<file path="src/rtl/axi_mem_arbiter.sv">
// Two-master AXI arbiter onto a single memory slave; read and write transactions are serialised.
// Define ARB_ROUND_ROBIN_EN for round-robin read arbitration; otherwise m1 has fixed priority over m0.
module axi_mem_arbiter #(
  parameter int unsigned ADDR_W = 32,
  parameter int unsigned DATA_W = 64
) (
  input  logic                  aclk,
  input  logic                  aresetn,
  // fetch master read
  input  logic [ADDR_W-1:0]     m0_araddr,
  input  logic [3:0]            m0_arid,
  input  logic [7:0]            m0_arlen,
  input  logic [2:0]            m0_arsize,
  input  logic [1:0]            m0_arburst,
  input  logic                  m0_arvalid,
  output logic                  m0_arready,
  output logic [DATA_W-1:0]     m0_rdata,
  output logic [3:0]            m0_rid,
  output logic [1:0]            m0_rresp,
  output logic                  m0_rlast,
  output logic                  m0_rvalid,
  input  logic                  m0_rready,
  // load/store master read
  input  logic [ADDR_W-1:0]     m1_araddr,
  input  logic [3:0]            m1_arid,
  input  logic [7:0]            m1_arlen,
  input  logic [2:0]            m1_arsize,
  input  logic [1:0]            m1_arburst,
  input  logic                  m1_arvalid,
  output logic                  m1_arready,
  output logic [DATA_W-1:0]     m1_rdata,
  output logic [3:0]            m1_rid,
  output logic [1:0]            m1_rresp,
  output logic                  m1_rlast,
  output logic                  m1_rvalid,
  input  logic                  m1_rready,
  // load/store master write
  input  logic [ADDR_W-1:0]     m1_awaddr,
  input  logic [3:0]            m1_awid,
  input  logic [7:0]            m1_awlen,
  input  logic [2:0]            m1_awsize,
  input  logic [1:0]            m1_awburst,
  input  logic                  m1_awvalid,
  output logic                  m1_awready,
  input  logic [DATA_W-1:0]     m1_wdata,
  input  logic [DATA_W/8-1:0]   m1_wstrb,
  input  logic                  m1_wlast,
  input  logic                  m1_wvalid,
  output logic                  m1_wready,
  output logic [3:0]            m1_bid,
  output logic [1:0]            m1_bresp,
  output logic                  m1_bvalid,
  input  logic                  m1_bready,
  // shared slave
  output logic [ADDR_W-1:0]     s_araddr,
  output logic [3:0]            s_arid,
  output logic [7:0]            s_arlen,
  output logic [2:0]            s_arsize,
  output logic [1:0]            s_arburst,
  output logic                  s_arvalid,
  input  logic                  s_arready,
  input  logic [DATA_W-1:0]     s_rdata,
  input  logic [3:0]            s_rid,
  input  logic [1:0]            s_rresp,
  input  logic                  s_rlast,
  input  logic                  s_rvalid,
  output logic                  s_rready,
  output logic [ADDR_W-1:0]     s_awaddr,
  output logic [3:0]            s_awid,
  output logic [7:0]            s_awlen,
  output logic [2:0]            s_awsize,
  output logic [1:0]            s_awburst,
  output logic                  s_awvalid,
  input  logic                  s_awready,
  output logic [DATA_W-1:0]     s_wdata,
  output logic [DATA_W/8-1:0]   s_wstrb,
  output logic                  s_wlast,
  output logic                  s_wvalid,
  input  logic                  s_wready,
  input  logic [3:0]            s_bid,
  input  logic [1:0]            s_bresp,
  input  logic                  s_bvalid,
  output logic                  s_bready
);

  typedef enum logic [1:0] {R_IDLE, R_ADDR, R_DATA}         rd_state_t;
  typedef enum logic [1:0] {W_IDLE, W_ADDR, W_DATA, W_RESP} wr_state_t;

  rd_state_t          r_rd_state, w_rd_state_nxt;
  wr_state_t          r_wr_state, w_wr_state_nxt;
  logic               r_gnt;        // 1: m1 owns the read path
  logic               w_gnt_sel;
  logic               w_rd_start;
  logic               w_wr_start;

  logic [ADDR_W-1:0]  r_araddr, r_awaddr;
  logic [3:0]         r_arid, r_awid;
  logic [7:0]         r_arlen, r_awlen;
  logic [2:0]         r_arsize, r_awsize;
  logic [1:0]         r_arburst, r_awburst;

`ifdef ARB_ROUND_ROBIN_EN
  logic               r_rr_prio;    // master preferred on the next contention
`endif

  // A pending write address blocks a new read grant, so the write wins a same-cycle tie.
  always_comb begin
    w_wr_start = m1_awvalid && (r_rd_state == R_IDLE) && (r_wr_state == W_IDLE);
    w_rd_start = (m0_arvalid || m1_arvalid) && !m1_awvalid &&
                 (r_rd_state == R_IDLE) && (r_wr_state == W_IDLE);
`ifdef ARB_ROUND_ROBIN_EN
    if (m0_arvalid && m1_arvalid)
      w_gnt_sel = r_rr_prio;
    else
      w_gnt_sel = m1_arvalid;
`else
    w_gnt_sel = m1_arvalid;
`endif
  end

  always_ff @(posedge aclk) begin
    if (!aresetn) begin
      r_rd_state <= R_IDLE;
      r_wr_state <= W_IDLE;
      r_gnt      <= 1'b0;
`ifdef ARB_ROUND_ROBIN_EN
      r_rr_prio  <= 1'b0;
`endif
    end else begin
      r_rd_state <= w_rd_state_nxt;
      r_wr_state <= w_wr_state_nxt;
      if (w_rd_start) begin
        r_gnt <= w_gnt_sel;
`ifdef ARB_ROUND_ROBIN_EN
        r_rr_prio <= !w_gnt_sel;
`endif
      end
    end
  end

  always_ff @(posedge aclk) begin
    if (!aresetn) begin
      r_araddr  <= '0;
      r_arid    <= '0;
      r_arlen   <= '0;
      r_arsize  <= '0;
      r_arburst <= '0;
      r_awaddr  <= '0;
      r_awid    <= '0;
      r_awlen   <= '0;
      r_awsize  <= '0;
      r_awburst <= '0;
    end else begin
      if (w_rd_start) begin
        r_araddr  <= w_gnt_sel ? m1_araddr  : m0_araddr;
        r_arid    <= w_gnt_sel ? m1_arid    : m0_arid;
        r_arlen   <= w_gnt_sel ? m1_arlen   : m0_arlen;
        r_arsize  <= w_gnt_sel ? m1_arsize  : m0_arsize;
        r_arburst <= w_gnt_sel ? m1_arburst : m0_arburst;
      end
      if (w_wr_start) begin
        r_awaddr  <= m1_awaddr;
        r_awid    <= m1_awid;
        r_awlen   <= m1_awlen;
        r_awsize  <= m1_awsize;
        r_awburst <= m1_awburst;
      end
    end
  end

  always_comb begin
    w_rd_state_nxt = r_rd_state;
    case (r_rd_state)
      R_IDLE:  if (w_rd_start) w_rd_state_nxt = R_ADDR;
      R_ADDR:  if (s_arready) w_rd_state_nxt = R_DATA;
      R_DATA:  if (s_rvalid && s_rready && s_rlast) w_rd_state_nxt = R_IDLE;
      default: w_rd_state_nxt = R_IDLE;
    endcase
  end

  always_comb begin
    w_wr_state_nxt = r_wr_state;
    case (r_wr_state)
      W_IDLE:  if (w_wr_start) w_wr_state_nxt = W_ADDR;
      W_ADDR:  if (s_awready) w_wr_state_nxt = W_DATA;
      W_DATA:  if (m1_wvalid && s_wready && m1_wlast) w_wr_state_nxt = W_RESP;
      W_RESP:  if (s_bvalid && m1_bready) w_wr_state_nxt = W_IDLE;
      default: w_wr_state_nxt = W_IDLE;
    endcase
  end

  // Read path: address from registered fields, data steered only to the granted master.
  always_comb begin
    s_araddr   = r_araddr;
    s_arid     = r_arid;
    s_arlen    = r_arlen;
    s_arsize   = r_arsize;
    s_arburst  = r_arburst;
    s_arvalid  = (r_rd_state == R_ADDR);
    m0_arready = (r_rd_state == R_ADDR) && !r_gnt && s_arready;
    m1_arready = (r_rd_state == R_ADDR) &&  r_gnt && s_arready;
    m0_rdata   = '0;
    m0_rid     = '0;
    m0_rresp   = '0;
    m0_rlast   = 1'b0;
    m0_rvalid  = 1'b0;
    m1_rdata   = '0;
    m1_rid     = '0;
    m1_rresp   = '0;
    m1_rlast   = 1'b0;
    m1_rvalid  = 1'b0;
    s_rready   = 1'b0;
    if (r_rd_state == R_DATA) begin
      if (r_gnt) begin
        m1_rdata  = s_rdata;
        m1_rid    = s_rid;
        m1_rresp  = s_rresp;
        m1_rlast  = s_rlast;
        m1_rvalid = s_rvalid;
        s_rready  = m1_rready;
      end else begin
        m0_rdata  = s_rdata;
        m0_rid    = s_rid;
        m0_rresp  = s_rresp;
        m0_rlast  = s_rlast;
        m0_rvalid = s_rvalid;
        s_rready  = m0_rready;
      end
    end
  end

  always_comb begin
    s_awaddr   = r_awaddr;
    s_awid     = r_awid;
    s_awlen    = r_awlen;
    s_awsize   = r_awsize;
    s_awburst  = r_awburst;
    s_awvalid  = (r_wr_state == W_ADDR);
    m1_awready = (r_wr_state == W_ADDR) && s_awready;
    s_wdata    = m1_wdata;
    s_wstrb    = m1_wstrb;
    s_wlast    = m1_wlast;
    s_wvalid   = (r_wr_state == W_DATA) && m1_wvalid;
    m1_wready  = (r_wr_state == W_DATA) && s_wready;
    m1_bid     = s_bid;
    m1_bresp   = s_bresp;
    m1_bvalid  = (r_wr_state == W_RESP) && s_bvalid;
    s_bready   = (r_wr_state == W_RESP) && m1_bready;
  end

endmodule
</file>
<file path="config.mk">
export PLATFORM = sky130hd
export DESIGN_NAME = axi_mem_arbiter
export DESIGN_NICKNAME = d
export VERILOG_FILES = /design/src/rtl/axi_mem_arbiter.sv
export SDC_FILE = /design/constraint.sdc
export NUM_CORES = 1
export LEC_CHECK = 0
export BUFFER_PORTS_ARGS = -buffer_cell sky130_fd_sc_hd__buf_2
export CAP_MARGIN = 40
export CORE_AREA = 2 2 247 249
export CTS_BUF_LIST = sky130_fd_sc_hd__clkbuf_4 sky130_fd_sc_hd__clkbuf_8
export DETAILED_ROUTE_END_ITERATION = 8
export DIE_AREA = 0 0 249 251
export GPL_TIMING_DRIVEN = 0
export PLACE_DENSITY = 0.33
export SETUP_SLACK_MARGIN = 0.02
export SYNTH_ARGS = -nofsm -noshare
export SYNTH_HDL_FRONTEND = slang
export SYNTH_SLANG_ARGS = --single-unit
export TNS_END_PERCENT = 1
</file>
<file path="constraint.sdc">
create_clock -name aclk -period 1.44 [get_ports aclk]
set_input_delay 0.288 -clock aclk [delete_from_list [all_inputs] [get_ports aclk]]
set_output_delay 0.288 -clock aclk [all_outputs]
set_load 0.03 [all_outputs]
</file>
# ---- Word level (Yosys, flattened, before mapping)
# Cells that the tools add are included.
dict set report classes {
  n_reduce_logical 26
  n_mux 36
  eq_ne 12
}
# op count
set op_table {}
lappend op_table {{$mux 64} 4}
lappend op_table {{$mux 32} 1}
lappend op_table {{$mux 2} 12}
lappend op_table {{$mux 4} 5}
lappend op_table {{$logic_and 1x1->1} 19}
lappend op_table {{$mux 1} 10}
lappend op_table {{$ne 2x2->1 const B} 5}
lappend op_table {{$mux 8} 1}
lappend op_table {{$pmux 2 s4} 1}
lappend op_table {{$eq 2x2->1 const B} 3}
lappend op_table {{$pmux 2 s3} 1}
lappend op_table {{$eq 2x1->1 const B} 2}
lappend op_table {{$logic_not 2->1} 2}
lappend op_table {{$ne 2x1->1 const B} 2}
lappend op_table {{$reduce_and 4->1} 1}
lappend op_table {{$mux 3} 1}
lappend op_table {{$reduce_and 3->1} 1}
lappend op_table {{$logic_not 1->1} 2}
lappend op_table {{$logic_or 1x1->1} 1}
dict set report word_totals {
  ff_bits 103
  output_inout_bits 331
  in_bits 311
  wordCells 87
}

# ---- Longest topological paths before layout
dict set report logic_depth {
  word_depth 6
  depth_mapped 8
  mapped_depth_nobuf 6
}

# ---- Least setup slack after synthesis
# OpenSTA, ideal clock, no wires.
dict set report synth_path {
  kind {register to output}
  start {register r_rd_state[0]}
  end {output port m0_arready}
  t_arrival_ns 1.438
  path_slack_ns -0.286
  t_required_ns 1.152
  path_stages_with_launch 4
  path_buffers 0
  cell_sequence {dfxtp_1 nor2b_1 nand2_1 nor2_1}
}
dict set report synth_via {
  elab_chain_cells 3
}
# item line
set synth_rtl {}
lappend synth_rtl {{start, declared} 89} ;# rd_state_t r_rd_state, w_rd_state_nxt;
lappend synth_rtl {{start signal, assigned} 130} ;# r_rd_state <= w_rd_state_nxt;
lappend synth_rtl {{$eq 2x1->1} -}
lappend synth_rtl {{via s_arvalid} 60} ;# output logic s_arvalid,
lappend synth_rtl {{$logic_and 1x1->1 (2 in a row)} 200} ;# m0_arready = (r_rd_state == R_ADDR) && !r_gnt && s_arready;
lappend synth_rtl {{end, declared} 16} ;# output logic m0_arready,
# The timed path passes the listed nets, and every way through them passes these cells.

# ---- Worst setup path after layout
dict set report layout_path {
  start {register r_rd_state[0]}
  end {output port m1_rvalid}
}
dict set report layout_via {
  elab_chain_cells 2
}
# item line
set layout_rtl {}
lappend layout_rtl {{$eq 2x2->1} 213} ;# if (r_rd_state == R_DATA) begin
lappend layout_rtl {{$mux 1} 213}
lappend layout_rtl {{end, declared} 35} ;# output logic m1_rvalid,
# Every way passes these cells.

==> results by group <==
Global route
  • Initial antenna violation count: 35
  • GRT Residual Overflow: 0
  • GRT Util Overall: 12.9%
  • Vias in the first global route: 7437
  • First-pass GRT wire length: 56.4 mm
  • Largest net degree at the start of global routing: 20

Yosys
  • #FFs+latches synth: 103
  • Mapped cell area: ~6000 µm²
  • Yosys Warn Count: 0
  • Net count after synthesis: 1033
  • Syn avg cell area: 8.34 µm²
  • Yosys cell types: 24
  • Post-Syn Instances: roughly 700
  • Post-synthesis sequential area ratio: 34.4%

Placed design
  • Post-detail-place hpwl: approximately 37 mm
  • Gpl congestion: 0.984
  • Placement Cell Area: 9980 µm²
  • Port bufs: 561

Pwr
  • PnR Total Power: 13.2 mW
  • Pwr/cell area: 1110 nW/µm²
  • Worst IR Drop VDD: 0.556 mV
  • LEAKAGE: 6.37 nW

STA
  • Finish-stage setup viols: 253
  • Setup TNS: -85.85 ns
  • Clock skew: 0.0208 ns
  • Relative slew slack: around 45%
  • RSZ-0062 raised after global routing: true
  • Worst slew pin tran: 0.830 ns
  • Final hold slack: 0.0680 ns
  • Final WS setup: -0.567 ns
  • Final hold viol count: 0
  • Final Max Tran Viols: 0
  • Fin crit period: ~2 ns
  • Fin crit share: 139%
  • Fmax: 498 MHz

Floorplan
  • Starting density of the core: between 10% and 20%
  • Die Height: 251 µm
  • Die ar.: 62500 µm²
  • Die X: around 250 µm
  • Rows: 90
  • Io pins: about 640
  • Core region area: 59800 µm²

Flow run
  • Max Cap Viol: 0

Critical path
  • Startpoint Class: flip-flop
  • CP top delay family: simple AND/OR/NAND/NOR gates
  • Worst Path Required: 1.15 ns
  • Reg2reg end: s_araddr[22]
  • CP cell instances: nand2b_4, nor2_4, buf_12, clkbuf_16, and2_4, buf_6
  • WP depth: 6
  • CP max stage cell: dfxtp_2
  • R2R setup slack: -0.20 ns
  • Critical path endpoint category: output pin
  • Worst Setup EP: m1_rvalid
  • Buf/Inv on CP: 3
  • CP arrival: 1.72 ns
  • Crit Path Max Fanout: 5
  • Worst reg2reg path depth: 7
  • Crit Path Category: flip-flop to output pin
  • Critical R2R Launch: r_wr_state[0]
  • Crit path from: r_rd_state[0]
  • CP peak stage delay: roughly 0.35 ns

Drt
  • Via Count: around 7.3k
  • Vias per inst: about 3.5
  • Detail Route Antenna Nets: 0
  • Violation count after the first detailed-route iteration: 193
  • Post-route DRC: 0
  • Final WL: 42.3 mm
  • Routed wire per std cell: 20.1 µm
  • Drt pass-1 iters: 4

Status
  • Status: complete, but fails checks
  • Failing checks: negative setup slack

Clock network
  • Sink Count: 103
  • CTS tree: done
  • CTS root buffer: clkbuf_8
  • CTS max path bufs: 2
  • Worst skew pair latency: 0.45 ns
  • CTS buffer count: 9
  • H-tree levels: 3
  • Clock slew at reported path FFs: around 0.13 ns

Final layout
  • Fin nets: around 1.6k
  • Share of layout cells above drive strength 1: 67.0%
  • Synthesis-to-finish area growth: 99.6%
  • Final instance area: 12000 µm²

Worst hold path
  • Startpoint of the worst hold path: m1_awaddr[27]
  • Min-delay worst type: primary input to flip-flop
[synth_stat cells, drive strengths merged]
cell type | instances | area [µm²]
nand2 | 153 | 574
nand3 | 3 | 15.0
and4bb | 1 | 12.5
buf | 103 | 727
nor2b | 4 | 25.0
o211a | 49 | 490
dfxtp | 103 | 2060
nand2b | 1 | 6.26
nor2 | 7 | 26.3
o21ai | 1 | 5.00
mux2i | 53 | 531
clkbuf | 29 | 109
and3 | 1 | 6.26
ha | 4 | 50.1
and2 | 149 | 932
a31o | 1 | 8.76
a21bo | 1 | 10.0
inv | 3 | 11.3
a21oi | 1 | 5.00
a21boi | 50 | 375
o21a | 1 | 7.51
[worst min path at each step]
stage                         to  slack [ns]  depth (start not counted)
floorplan            s_awaddr[0]        0.42                          2
global placement     s_awaddr[1]        0.44                          2
detailed placement  s_awaddr[25]        0.44                          2
CTS                 s_awaddr[30]       0.002                          3
global route        s_awaddr[15]        0.03                          3
finish              s_awaddr[27]        0.07                          3
[kinds of logic (layout without fill, tap and decap cells)]
family / after synthesis / after routing / share of synthesized area, %
AOI/OAI and AO/OA: 104 / 104 / 15.1
adders and majority gates: 4 / 4 / 0.836
buffers and inverters: 135 / 735 / 14.1
DFF: 103 / 103 / 34.4
muxes: 53 / 53 / 8.86
other: 0 / 4 / 0
and+or+nand+nor: 319 / 320 / 26.7
[tightest hold or removal path, delay by kind of cell]
kind,cells,cell delay [ns]
buffers and inverters,1,0.10
AO/OA/AOI/OAI,1,0.05
AND/OR/NAND/NOR,1,0.04
[stage by stage]
step | instances | worst slack (ns) | utilization, %
2_1_floorplan | 718 | -0.0778 | -
3_3_place_gp | 2061 | -0.947 | 16.7
3_5_place_dp | 2062 | -0.930 | 16.7
4_1_cts | 2096 | -0.700 | 19.5
5_1_grt | 2102 | -0.661 | 20.0
6_report | 2105 | -0.567 | 20.0
[power by group]
| group | internal (mW) | total [mW] | switching, mW | leakage, nW |
|---|---|---|---|---|
| clock | 0.843 | 2.18 | 1.34 | 0.105 |
| combinational | 2.78 | 7.10 | 4.32 | 5.42 |
| sequential | 3.55 | 3.93 | 0.388 | 0.849 |
| total | 7.17 | 13.2 | 6.05 | 6.37 |
[layer usage]
metal / routed length [µm] / track usage, %
met1: 15900 / 13.8
met2: 21400 / 23.9
met3: 3110 / 3.76
met4: 1700 / 5.18
met5: 88 / 0
[flip-flops by register name (all words and copies together) (netlist names)]
name and flops:
s_awburst 2, s_arlen 8, s_awaddr 32, s_arid 4, r_rd_state 2, s_arsize 3, s_awlen 8, s_arburst 2
s_awsize 3, s_araddr 32, r_wr_state 2, s_awid 4, r_gnt 1
[timing repair]
item	CTS	global route
endpoints found under the hold margin	9	0
endpoints found under the setup margin	257	256
pin swaps	14	41
gates cloned	3	0
hold buffers	9	0
setup buffers	6	5
resized for setup	401	119
[final cells by class]
| cell class | instances | area, µm² |
|---|---|---|
| clock buffer | 9 | 124 |
| fill | 6733 | 47800 |
| inverter | 3 | 13.8 |
| timing repair buffer | 584 | 4050 |
| tap | 782 | 978 |
| multi-input combinational | 481 | 3470 |
| antenna | 4 | 10.0 |
| sequential | 103 | 2080 |
| buffer | 132 | 1140 |
| clock inverter | 7 | 91.3 |
[cells in the final DEF, fill, tap and decap left out, types with 2 or more instances in the layout]
cell / count
buf_2: 413
buf_6: 153
nand2_1: 151
dfxtp_1: 98
buf_4: 95
and2_2: 88
and2_4: 58
mux2i_1: 52
a21boi_1: 50
o211a_1: 49
buf_8: 19
clkbuf_8: 12
clkbuf_1: 11
dlygate4sd3_1: 9
buf_12: 8
nor2_4: 5
diode_2: 4
dfxtp_4: 4
nor2_1: 3
and2_1: 3
clkbuf_2: 3
nor2b_1: 3
ha_4: 3
inv_2: 2
clkbuf_16: 2
nand2_2: 2
clkinv_4: 2
Note: power is estimated with default switching activity, not from simulation.
